--- src/rtl/bcm_update_scheduler_pkg.sv ---
// Shared types and helpers for the time-multiplexed BCM plasticity scheduler.
// Values are signed Q2.16; per-synapse state is {w, r1, r2, o1}.
package bcm_pkg;

  localparam int BCM_W = 18;

  typedef logic signed [BCM_W-1:0] q2_16_t;

  localparam q2_16_t BCM_ONE = 18'sh1_0000;

  typedef struct packed {
    q2_16_t w;
    q2_16_t r1;
    q2_16_t r2;
    q2_16_t o1;
  } bcm_syn_t;

  localparam bcm_syn_t BCM_SYN_RST = '{w: 18'sh0_0000, r1: BCM_ONE, r2: BCM_ONE, o1: BCM_ONE};

  typedef enum logic [1:0] {
    ST_IDLE  = 2'd0,
    ST_ISSUE = 2'd1,
    ST_WAIT  = 2'd2,
    ST_WRITE = 2'd3
  } bcm_state_e;

  // Trace update: reload to 1.0 on a spike, otherwise exponential decay by 2^-sh.
  function automatic q2_16_t bcm_decay(input q2_16_t v, input int unsigned sh, input logic load_one);
    q2_16_t r;
    if (load_one) begin
      r = BCM_ONE;
    end else begin
      r = v - (v >>> sh);
    end
    return r;
  endfunction

endpackage

--- src/rtl/bcm_update_scheduler_if.sv ---
// Host-side bus of the BCM update scheduler: tick/spike capture, weight
// preload, combinational weight readback and sweep status.
interface bcm_update_scheduler_if
  import bcm_pkg::*;
#(
  parameter int N_SYN = 8
) ();

  localparam int IDX_W = $clog2(N_SYN);

  logic             tick;
  logic [N_SYN-1:0] pre_spk;
  logic [N_SYN-1:0] post_spk;
  logic             wr_en;
  logic [IDX_W-1:0] wr_idx;
  q2_16_t           wr_w;
  logic [IDX_W-1:0] rd_idx;
  q2_16_t           rd_w;
  logic             busy;
  logic             done;
  logic             overrun;

  modport master (
    output tick, pre_spk, post_spk, wr_en, wr_idx, wr_w, rd_idx,
    input  rd_w, busy, done, overrun
  );

  modport slave (
    input  tick, pre_spk, post_spk, wr_en, wr_idx, wr_w, rd_idx,
    output rd_w, busy, done, overrun
  );

endinterface

--- src/rtl/bcm_update_scheduler_engine.sv ---
// Shared BCM engine: trace decay plus weight update, ENG_LAT register stages.
// Weight clamping to [W_MIN, W_MAX] is enabled by defining BCM_SAT_EN.
module bcm_update_engine
  import bcm_pkg::*;
#(
  parameter int     T_PLUS   = 4,
  parameter int     T_MINUS  = 5,
  parameter int     T_Y      = 5,
  parameter int     A3_PLUS  = 4,
  parameter int     A2_MINUS = 7,
  parameter int     ENG_LAT  = 3,
  parameter q2_16_t W_MAX    = 18'sh1_0000,
  parameter q2_16_t W_MIN    = -18'sh1_0000
) (
  input  logic     clk,
  input  logic     rst,
  input  bcm_syn_t syn_i,
  input  logic     pre_i,
  input  logic     post_i,
  output bcm_syn_t syn_o
);

  logic signed [2*BCM_W-1:0] prod_s;
  q2_16_t                    p_s;
  q2_16_t                    pot_s;
  q2_16_t                    dep_s;
  logic signed [BCM_W:0]     sum_s;
  q2_16_t                    w_next_s;
  bcm_syn_t                  res_s;
  bcm_syn_t                  pipe_q [ENG_LAT];

  // Combinational update, all terms from the pre-update state.
  always_comb begin
    prod_s = (2*BCM_W)'(syn_i.r2) * (2*BCM_W)'(syn_i.o1);
    p_s    = q2_16_t'(prod_s >>> 16);
    pot_s  = post_i ? (p_s >>> A3_PLUS) : 18'sh0_0000;
    dep_s  = pre_i ? (syn_i.r1 >>> A2_MINUS) : 18'sh0_0000;
    sum_s  = (BCM_W+1)'(syn_i.w) + (BCM_W+1)'(pot_s) - (BCM_W+1)'(dep_s);
`ifdef BCM_SAT_EN
    if (sum_s > (BCM_W+1)'(W_MAX)) begin
      w_next_s = W_MAX;
    end else if (sum_s < (BCM_W+1)'(W_MIN)) begin
      w_next_s = W_MIN;
    end else begin
      w_next_s = q2_16_t'(sum_s);
    end
`else
    w_next_s = q2_16_t'(sum_s);
`endif
    res_s.w  = w_next_s;
    res_s.r1 = bcm_decay(syn_i.r1, T_MINUS, post_i);
    res_s.r2 = bcm_decay(syn_i.r2, T_PLUS, pre_i);
    res_s.o1 = bcm_decay(syn_i.o1, T_Y, post_i);
  end

  // Latency pipeline; free-running, the scheduler decides when to consume.
  always_ff @(posedge clk) begin
    if (rst) begin
      for (int i = 0; i < ENG_LAT; i++) begin
        pipe_q[i] <= '0;
      end
    end else begin
      pipe_q[0] <= res_s;
      for (int i = 1; i < ENG_LAT; i++) begin
        pipe_q[i] <= pipe_q[i-1];
      end
    end
  end

  assign syn_o = pipe_q[ENG_LAT-1];

endmodule

--- src/rtl/bcm_update_scheduler.sv ---
// Sweeps N_SYN synapses through one shared BCM engine per timestep tick.
// Optional weight saturation: define BCM_SAT_EN.
module bcm_update_scheduler
  import bcm_pkg::*;
#(
  parameter int     N_SYN    = 8,
  parameter int     T_PLUS   = 4,
  parameter int     T_MINUS  = 5,
  parameter int     T_Y      = 5,
  parameter int     A3_PLUS  = 4,
  parameter int     A2_MINUS = 7,
  parameter int     ENG_LAT  = 3,
  parameter q2_16_t W_MAX    = 18'sh1_0000,
  parameter q2_16_t W_MIN    = -18'sh1_0000
) (
  input logic                   clk,
  input logic                   rst,
  bcm_update_scheduler_if.slave sched
);

  localparam int IDX_W = $clog2(N_SYN);
  localparam int WC_W  = $clog2(ENG_LAT + 1);
  localparam logic [IDX_W-1:0] LAST_IDX  = IDX_W'(N_SYN - 1);
  localparam logic [WC_W-1:0]  WAIT_LAST = WC_W'(ENG_LAT - 1);

  bcm_state_e       state_q, state_d;
  logic [IDX_W-1:0] idx_q, idx_d;
  logic [WC_W-1:0]  wcnt_q, wcnt_d;
  logic [N_SYN-1:0] pre_q, pre_d;
  logic [N_SYN-1:0] post_q, post_d;
  logic             busy_q, busy_d;
  logic             done_q, done_d;
  logic             ovr_q, ovr_d;
  logic             last_s;
  logic             wb_en_s;
  logic             pl_en_s;
  bcm_syn_t         eng_out_s;
  bcm_syn_t         sf_q [N_SYN];

  // FSM state register.
  always_ff @(posedge clk) begin
    if (rst) begin
      state_q <= ST_IDLE;
    end else begin
      state_q <= state_d;
    end
  end

  // Next state; WAIT spans ENG_LAT cycles, so each synapse takes ENG_LAT+2.
  always_comb begin
    state_d = state_q;
    case (state_q)
      ST_IDLE:  state_d = sched.tick ? ST_ISSUE : ST_IDLE;
      ST_ISSUE: state_d = ST_WAIT;
      ST_WAIT:  state_d = (wcnt_q == WAIT_LAST) ? ST_WRITE : ST_WAIT;
      ST_WRITE: state_d = last_s ? ST_IDLE : ST_ISSUE;
      default:  state_d = ST_IDLE;
    endcase
  end

  // Datapath controls and next values of the status registers.
  always_comb begin
    last_s  = (idx_q == LAST_IDX);
    wb_en_s = (state_q == ST_WRITE);
    pl_en_s = sched.wr_en && !busy_q;
    idx_d   = idx_q;
    wcnt_d  = wcnt_q;
    pre_d   = pre_q;
    post_d  = post_q;
    ovr_d   = ovr_q;
    case (state_q)
      ST_IDLE: begin
        if (sched.tick) begin
          idx_d  = '0;
          pre_d  = sched.pre_spk;
          post_d = sched.post_spk;
        end else begin
          idx_d = idx_q;
        end
      end
      ST_ISSUE: wcnt_d = '0;
      ST_WAIT:  wcnt_d = wcnt_q + WC_W'(1);
      ST_WRITE: idx_d  = last_s ? idx_q : idx_q + IDX_W'(1);
      default:  idx_d  = idx_q;
    endcase
    if (sched.tick && (state_q != ST_IDLE)) begin
      ovr_d = 1'b1;
    end else begin
      ovr_d = ovr_q;
    end
    busy_d = (state_d != ST_IDLE);
    done_d = wb_en_s && last_s;
  end

  // Index, wait counter, spike latches and status flags.
  always_ff @(posedge clk) begin
    if (rst) begin
      idx_q  <= '0;
      wcnt_q <= '0;
      pre_q  <= '0;
      post_q <= '0;
      busy_q <= 1'b0;
      done_q <= 1'b0;
      ovr_q  <= 1'b0;
    end else begin
      idx_q  <= idx_d;
      wcnt_q <= wcnt_d;
      pre_q  <= pre_d;
      post_q <= post_d;
      busy_q <= busy_d;
      done_q <= done_d;
      ovr_q  <= ovr_d;
    end
  end

  // State file: engine write-back while sweeping, host preload only when idle.
  always_ff @(posedge clk) begin
    if (rst) begin
      for (int i = 0; i < N_SYN; i++) begin
        sf_q[i] <= BCM_SYN_RST;
      end
    end else if (wb_en_s) begin
      sf_q[idx_q] <= eng_out_s;
    end else if (pl_en_s) begin
      sf_q[sched.wr_idx].w <= sched.wr_w;
    end
  end

  bcm_update_engine #(
    .T_PLUS   (T_PLUS),
    .T_MINUS  (T_MINUS),
    .T_Y      (T_Y),
    .A3_PLUS  (A3_PLUS),
    .A2_MINUS (A2_MINUS),
    .ENG_LAT  (ENG_LAT),
    .W_MAX    (W_MAX),
    .W_MIN    (W_MIN)
  ) u_engine (
    .clk    (clk),
    .rst    (rst),
    .syn_i  (sf_q[idx_q]),
    .pre_i  (pre_q[idx_q]),
    .post_i (post_q[idx_q]),
    .syn_o  (eng_out_s)
  );

  assign sched.rd_w    = sf_q[sched.rd_idx].w;
  assign sched.busy    = busy_q;
  assign sched.done    = done_q;
  assign sched.overrun = ovr_q;

endmodule

--- src/flat_wrapper.sv ---
// flat-port wrapper written by rule: the top's interface ports become plain ports
module bcm_update_scheduler_flat import bcm_pkg::*;
#(
  parameter int     N_SYN    = 8,
  parameter int     T_PLUS   = 4,
  parameter int     T_MINUS  = 5,
  parameter int     T_Y      = 5,
  parameter int     A3_PLUS  = 4,
  parameter int     A2_MINUS = 7,
  parameter int     ENG_LAT  = 3,
  parameter q2_16_t W_MAX    = 18'sh1_0000,
  parameter q2_16_t W_MIN    = -18'sh1_0000
)
  (clk, rst, sched_tick, sched_pre_spk, sched_post_spk, sched_wr_en, sched_wr_idx, sched_wr_w, sched_rd_idx, sched_rd_w, sched_busy, sched_done, sched_overrun);
  bcm_update_scheduler_if #(.N_SYN(N_SYN)) sched_i ();
  input logic clk;
  input logic rst;
  input wire logic [$bits(sched_i.tick)-1:0] sched_tick;
  input wire logic [$bits(sched_i.pre_spk)-1:0] sched_pre_spk;
  input wire logic [$bits(sched_i.post_spk)-1:0] sched_post_spk;
  input wire logic [$bits(sched_i.wr_en)-1:0] sched_wr_en;
  input wire logic [$bits(sched_i.wr_idx)-1:0] sched_wr_idx;
  input wire logic [$bits(sched_i.wr_w)-1:0] sched_wr_w;
  input wire logic [$bits(sched_i.rd_idx)-1:0] sched_rd_idx;
  output wire logic [$bits(sched_i.rd_w)-1:0] sched_rd_w;
  output wire logic [$bits(sched_i.busy)-1:0] sched_busy;
  output wire logic [$bits(sched_i.done)-1:0] sched_done;
  output wire logic [$bits(sched_i.overrun)-1:0] sched_overrun;
  assign sched_i.tick = sched_tick;
  assign sched_i.pre_spk = sched_pre_spk;
  assign sched_i.post_spk = sched_post_spk;
  assign sched_i.wr_en = sched_wr_en;
  assign sched_i.wr_idx = sched_wr_idx;
  assign sched_i.wr_w = sched_wr_w;
  assign sched_i.rd_idx = sched_rd_idx;
  assign sched_rd_w = sched_i.rd_w;
  assign sched_busy = sched_i.busy;
  assign sched_done = sched_i.done;
  assign sched_overrun = sched_i.overrun;
  bcm_update_scheduler #(.N_SYN(N_SYN), .T_PLUS(T_PLUS), .T_MINUS(T_MINUS), .T_Y(T_Y), .A3_PLUS(A3_PLUS), .A2_MINUS(A2_MINUS), .ENG_LAT(ENG_LAT), .W_MAX(W_MAX), .W_MIN(W_MIN)) u_core (.clk(clk), .rst(rst), .sched(sched_i));
endmodule
--- config.mk ---
export PLATFORM = sky130hd
export DESIGN_NAME = bcm_update_scheduler_flat
export DESIGN_NICKNAME = d
export VERILOG_FILES = /design/src/rtl/bcm_update_scheduler_pkg.sv /design/src/rtl/bcm_update_scheduler_if.sv /design/src/rtl/bcm_update_scheduler_engine.sv /design/src/rtl/bcm_update_scheduler.sv /design/src/flat_wrapper.sv
export SDC_FILE = /design/constraint.sdc
export NUM_CORES = 2
export LEC_CHECK = 0
export CAP_MARGIN = 20
export CORE_UTILIZATION = 63
export DETAILED_ROUTE_END_ITERATION = 10
export DONT_BUFFER_PORTS = 1
export PLACE_DENSITY = 0.79
export SLEW_MARGIN = 20
export SYNTH_ARGS = -nofsm -noshare
export SYNTH_HDL_FRONTEND = slang
export SYNTH_SLANG_ARGS = --single-unit
--- constraint.sdc ---
create_clock -name clk -period 12.8 [get_ports clk]
set_input_delay 0.64 -clock clk [delete_from_list [all_inputs] [get_ports clk]]
set_output_delay 0.64 -clock clk [all_outputs]
set_load 0.02 [all_outputs]
=== Word level (Yosys, flattened, before mapping) ===
Memories as Yosys holds them, arrays and structs flattened. A register that Yosys moved wholly into a read port is not among the register bits.
Index checks and enable logic that the tools add are counted.

* $lt $le $gt $ge: 1
* Bitwise logic cells: 3
* Add/subtract/negate cells: 7
* Reductions and logical operators: 13
* Multipliers: 1
* Muxes and demuxes: 38
* Equal/unequal tests: 7

{| class="wikitable"
|+ Operators with widths
! operator !! count
|-
| $mux W72 || 5
|-
| $reduce_or A72 Y1 || 2
|-
| $mux W18 || 5
|-
| $sub A18 B13 Y18 || 2
|-
| $mul A18 B18 Y34 || 1
|-
| $add A18 B18 Y18 || 1
|-
| $mux W3 || 6
|-
| $sub A18 B14 Y18 || 1
|-
| $sub A18 B18 Y18 || 1
|-
| $mux W1 || 16
|-
| $pmux W2 S4 || 1
|-
| $reduce_bool A2 Y1 || 4
|-
| $bmux W1 S3 || 2
|-
| $eq A2 B2 Y1 const B || 3
|-
| $pmux W3 S2 || 1
|-
| $lt A3 B4 Y1 const B || 1
|-
| $ne A2 B2 Y1 const B || 2
|-
| $pmux W2 S2 || 1
|-
| $add A3 B1 Y3 const B || 1
|-
| $eq A3 B3 Y1 const B || 1
|-
| $logic_and A1 B1 Y1 || 3
|-
| $or A1 B1 Y1 || 3
|-
| $reduce_and A3 Y1 || 1
|-
| $add A2 B1 Y2 const B || 1
|-
| other kinds (5) || 5
|}

* RAM bits: 792
* Word-level logic and storage cells: 80
* Input bits: 44
* Memories kept: 2
* Register bits: 26

{| class="wikitable"
|+ Memories
! memory !! words !! width !! rd ports !! clocked after Yosys merged registers in !! wr ports !! line !! text
|-
| u_core.sf_q || 8 || 72 || 2 || 1 || 8 || bcm_update_scheduler.sv:38 || <nowiki>bcm_syn_t sf_q [N_SYN];</nowiki>
|-
| u_core.u_engine.pipe_q || 3 || 72 || 3 || 0 || 3 || bcm_update_scheduler_engine.sv:30 || <nowiki>bcm_syn_t pipe_q [ENG_LAT];</nowiki>
|}

=== Logic depth before layout (Yosys ltp) ===
* Depth after elaboration: 8
* Depth in mapped cells: 47

=== Cells and area by module ===
A second synthesis with hierarchy kept.

* Cell total of the unflattened synthesis: 4170
* Area, all modules: 49490.0 um^2

{| class="wikitable"
|+ Modules (own cells, without submodules)
! module !! cells an instance !! times used !! area each (um^2) !! sequential area each (um^2)
|-
| bcm_update_scheduler || 1953 || 1 || 28965.3 || 17877.1
|-
| bcm_update_engine || 2217 || 1 || 20524.7 || 4324.1
|}

=== Worst setup path after synthesis ===
No wires, ideal clock.

* Path kind: register to register
* From: register (tool-made name)
* To: memory u_core.u_engine.pipe_q[0][71] (netlist bit)
* Arrival: 10.809 ns
* Stages on the path, launching flop included: 45
* Required time: 12.672 ns
* Buffers on the path: 7
* Setup slack: 1.863 ns
* Cells stage by stage: dfxtp_1 > buf_6 > buf_2 > buf_2 > buf_2 > buf_4 > buf_2 > mux4_2 > mux2i_1 > clkbuf_1 > nor2_1 > fa_1 > fa_1 > inv_1 > fa_1 > fa_1 > inv_1 > fa_1 > [... 9 more ...] > and4_4 > a2111oi_4 > nor2b_1 > nor2_1 > xor2_1 > nor2_1 > fa_1 > ha_1 > and2_1 > a31oi_1 > o31ai_1 > o211a_1 > a21oi_1 > o21ai_1 > a21o_1 > a21oi_1 > xnor2_1 > nor2_1

{| class="wikitable"
|+ RTL lines
! what !! line
|-
| to (decl) || bcm_update_scheduler_engine.sv:30
|}

==> results by group <==
Critical path
  – Crit Path Max Fanout: 50
  – Buf/Inv on CP: 5
  – Required time of the critical path: 13340 ps
  – R2r endpoint: u_core.u_engine.pipe_q[0][71]
  – Top cell by count, worst path: fa_1
  – Levels on crit path: 39
  – Cell family with most CP delay: adder cells
  – Endpoint class of the critical path: flip-flop
  – FF-to-FF path depth: 39
  – CP max stage delay: 890 ps
  – Crit Path Category: flip-flop to flip-flop
  – R2r setup slk: 1340 ps
  – CP Launch Type: flip-flop
  – CP max stage cell: dfxtp_4
  – Arrival @ worst endpoint: 12000 ps

Routing
  – Vias per cell: 6.13
  – Vias: 30100
  – Routed wire length: 117 mm
  – Final ANT Viol Nets: 0
  – DRC errors left: 0
  – DRT Pass-1 Iters: 7
  – Routed WL per cell: 23.8 um
  – 1st-iter DRT viols: 3163

Finish
  – Fillers: 4988
  – Commonest cells after routing, fill and taps aside: nor2_1 (802), edfxtp_1 (576), inv_1 (389)
  – Post-route design area: 0.0501 mm2
  – Most common cell after layout, fill and taps aside: nor2_1
  – FF+latch area: 0.0222 mm2
  – Layout Nets: 4412
  – Synth-to-layout area growth: 7.93%
  – Multi-input gate area in the final layout: 0.0221 mm2
  – Share of post-route cells with drive strength above 1: 0.114

Logic synthesis
  – Area leader, netlist: edfxtp_1
  – FFs w/ async S/R, synth: 0
  – Yosys reg bits: 821
  – Synthesized Nets: 4470
  – Synth Area per Inst: 11.8 um2
  – Seq/Total Area, Yosys: 0.478
  – Post-synth cell types: 67
  – Cell Area, Synth: 0.0464 mm2
  – Yosys top cell area share: 0.372
  – Top cells by area, synth: edfxtp_1 (37%), fa_1 (14%), dfxtp_1 (11%), mux4_2 (8.7%), nor2_1 (6.5%)
  – Post-synth EDFFs: 576
  – Yosys Warn Count: 0
  – Top FF cell, synth: edfxtp_1
  – Mapped Cells: 3932

Clocking
  – Clock tree buffer depth: 3
  – Setup bufs post-CTS: 0
  – CTS tree: yes
  – CTS HTree Levels: 3
  – Post-CTS Hold Buffers: 0
  – Total CTS buffers: 82
  – Root Driver: clkbuf_16
  – Worst-path clk slew: 60 ps
  – Post-CTS sizing: 0
  – Clock sink total: 821
  – Clock latency on the worst-skew pair: 660 ps

Hold path
  – Hold EP: u_core.post_q[6]
  – Worst Hold Path Cells: 1
  – Hold crit path type: input pin to flip-flop
  – Hold path start: rst

Place
  – GP Congestion: 0.949
  – Post-place setup slack: 1400 ps
  – PortBufs: 0
  – Placed Area: 0.0474 mm2
  – Post-DP HPWL: 73.5 mm

STA
  – TNS Setup: 0 ps
  – Tcrit/Tclk final: 0.895
  – Final Setup Violations: 0
  – Final hold viol count: 0
  – Max-slew violation count: 0
  – RSZ-0062 raised after global routing: false
  – Setup ws final: 1340 ps
  – Headroom to the max-slew limit: 0.276
  – Post-route minimum period: 11460 ps
  – Pin slew with the least headroom to its limit: 1090 ps
  – Setup Skew: 48.9 ps
  – Fmax: 87.2 MHz

Floorplanning
  – Row cnt: 99
  – # IOs: 65
  – Die area: 0.0748 mm2
  – Die W: 274 um
  – Initial Util: 0.637
  – Die Y: 274 um
  – Core area: 0.0730 mm2

Global routing
  – Met1 Usage GRT: 0.418
  – GR Util All Layers: 0.322
  – First-pass GRT wire length: 181 mm
  – Met2 Use GR: 0.536
  – Initial antenna violation count: 1
  – Largest net degree at the start of global routing: 211
  – Aggregate global routing overflow: 0
  – GRT Max-Usage Layer: met2
  – Met3 GRT Util: 0.0596
  – Vias in the first global route: 31500

Power
  – Tot Pwr: 9.95 mW
  – Leak Pwr: 19.5 nW
  – Cell Pwr Density: 198 mW/mm2
  – Max IR drop VDD: 308 uV

Job
  – Max-Cap Viols: 0

Outcome
  – Status: finished, final reports clean
[per-layer routing]
layer,routed length [um],share of wire,vias up
met5,0,0,-
li1,-,-,13000
met1,43000,0.37,15000
met2,57000,0.49,1731
met3,11800,0.10,329
met4,5000,0.043,0
[sequential cells by signal (all words and copies together), names as in the netlist, 2 cells and up, named ones only]
name and count:
u_core.wcnt_q 2, u_core.state_q 2, u_core.post_q 8, u_core.sf_q 576, u_core.pre_q 8, u_core.idx_q 3
u_core.u_engine.pipe_q 216
[logic make-up after synthesis]
| kind of cell | after synthesis | synth area share |
|---|---|---|
| AND/OR/NAND/NOR | 1488 | 0.137 |
| flip-flops | 821 | 0.478 |
| buffers and inverters | 598 | 0.0494 |
| adder cells (fa/ha/maj) | 494 | 0.187 |
| multiplexers | 273 | 0.109 |
| AO/OA/AOI/OAI | 185 | 0.0258 |
| XOR/XNOR | 73 | 0.0138 |
[report_power, final]
| group | internal [mW] | switching (mW) |
|---|---|---|
| clock network | 1.36 | 1.04 |
| registers | 3.03 | 0.0669 |
| logic | 1.88 | 2.58 |
| total | 6.27 | 3.68 |
[stage by stage]
step | util | cells | hold slack (ps)
2_1_floorplan | - | 3932 | 414
3_3_place_gp | 0.650 | 4749 | 416
3_5_place_dp | 0.650 | 4749 | 422
4_1_cts | 0.687 | 4902 | 48.1
5_1_grt | 0.687 | 4903 | 55.3
6_report | 0.687 | 4903 | 76.6
[worst max-delay path by stage]
stage	startpoint	endpoint	slack (ps)
floorplan	flip-flop	u_core.u_engine.pipe_q[0][71]	1860
global placement	flip-flop	u_core.u_engine.pipe_q[0][71]	1460
detailed placement	flip-flop	u_core.u_engine.pipe_q[0][71]	1400
CTS	flip-flop	u_core.u_engine.pipe_q[0][71]	1360
global route	flip-flop	u_core.u_engine.pipe_q[0][71]	720
finish	flip-flop	u_core.u_engine.pipe_q[0][71]	1340
[cells in the mapped netlist, types with 43 or more instances]
cell        n
nor2_1    802
edfxtp_1  576
inv_1     390
nand2_1   347
fa_1      334
dfxtp_1   245
mux4_2    179
nor2b_1   172
ha_1      160
clkbuf_1  156
a21oi_1    61
mux2_2     49
xnor2_1    49
mux2i_1    44
nand3_1    43
[final cells by class]
type / instances / area share
timing repair buffer: 58 / 0.00894
antenna: 1 / 0.0000499
clock inverter: 33 / 0.00769
clock buffer: 120 / 0.0464
sequential: 821 / 0.443
multi-input combinational: 2513 / 0.440
inverter: 398 / 0.0298
tap: 959 / 0.0239
No activity file was read; power rests on OpenSTA's default activity.
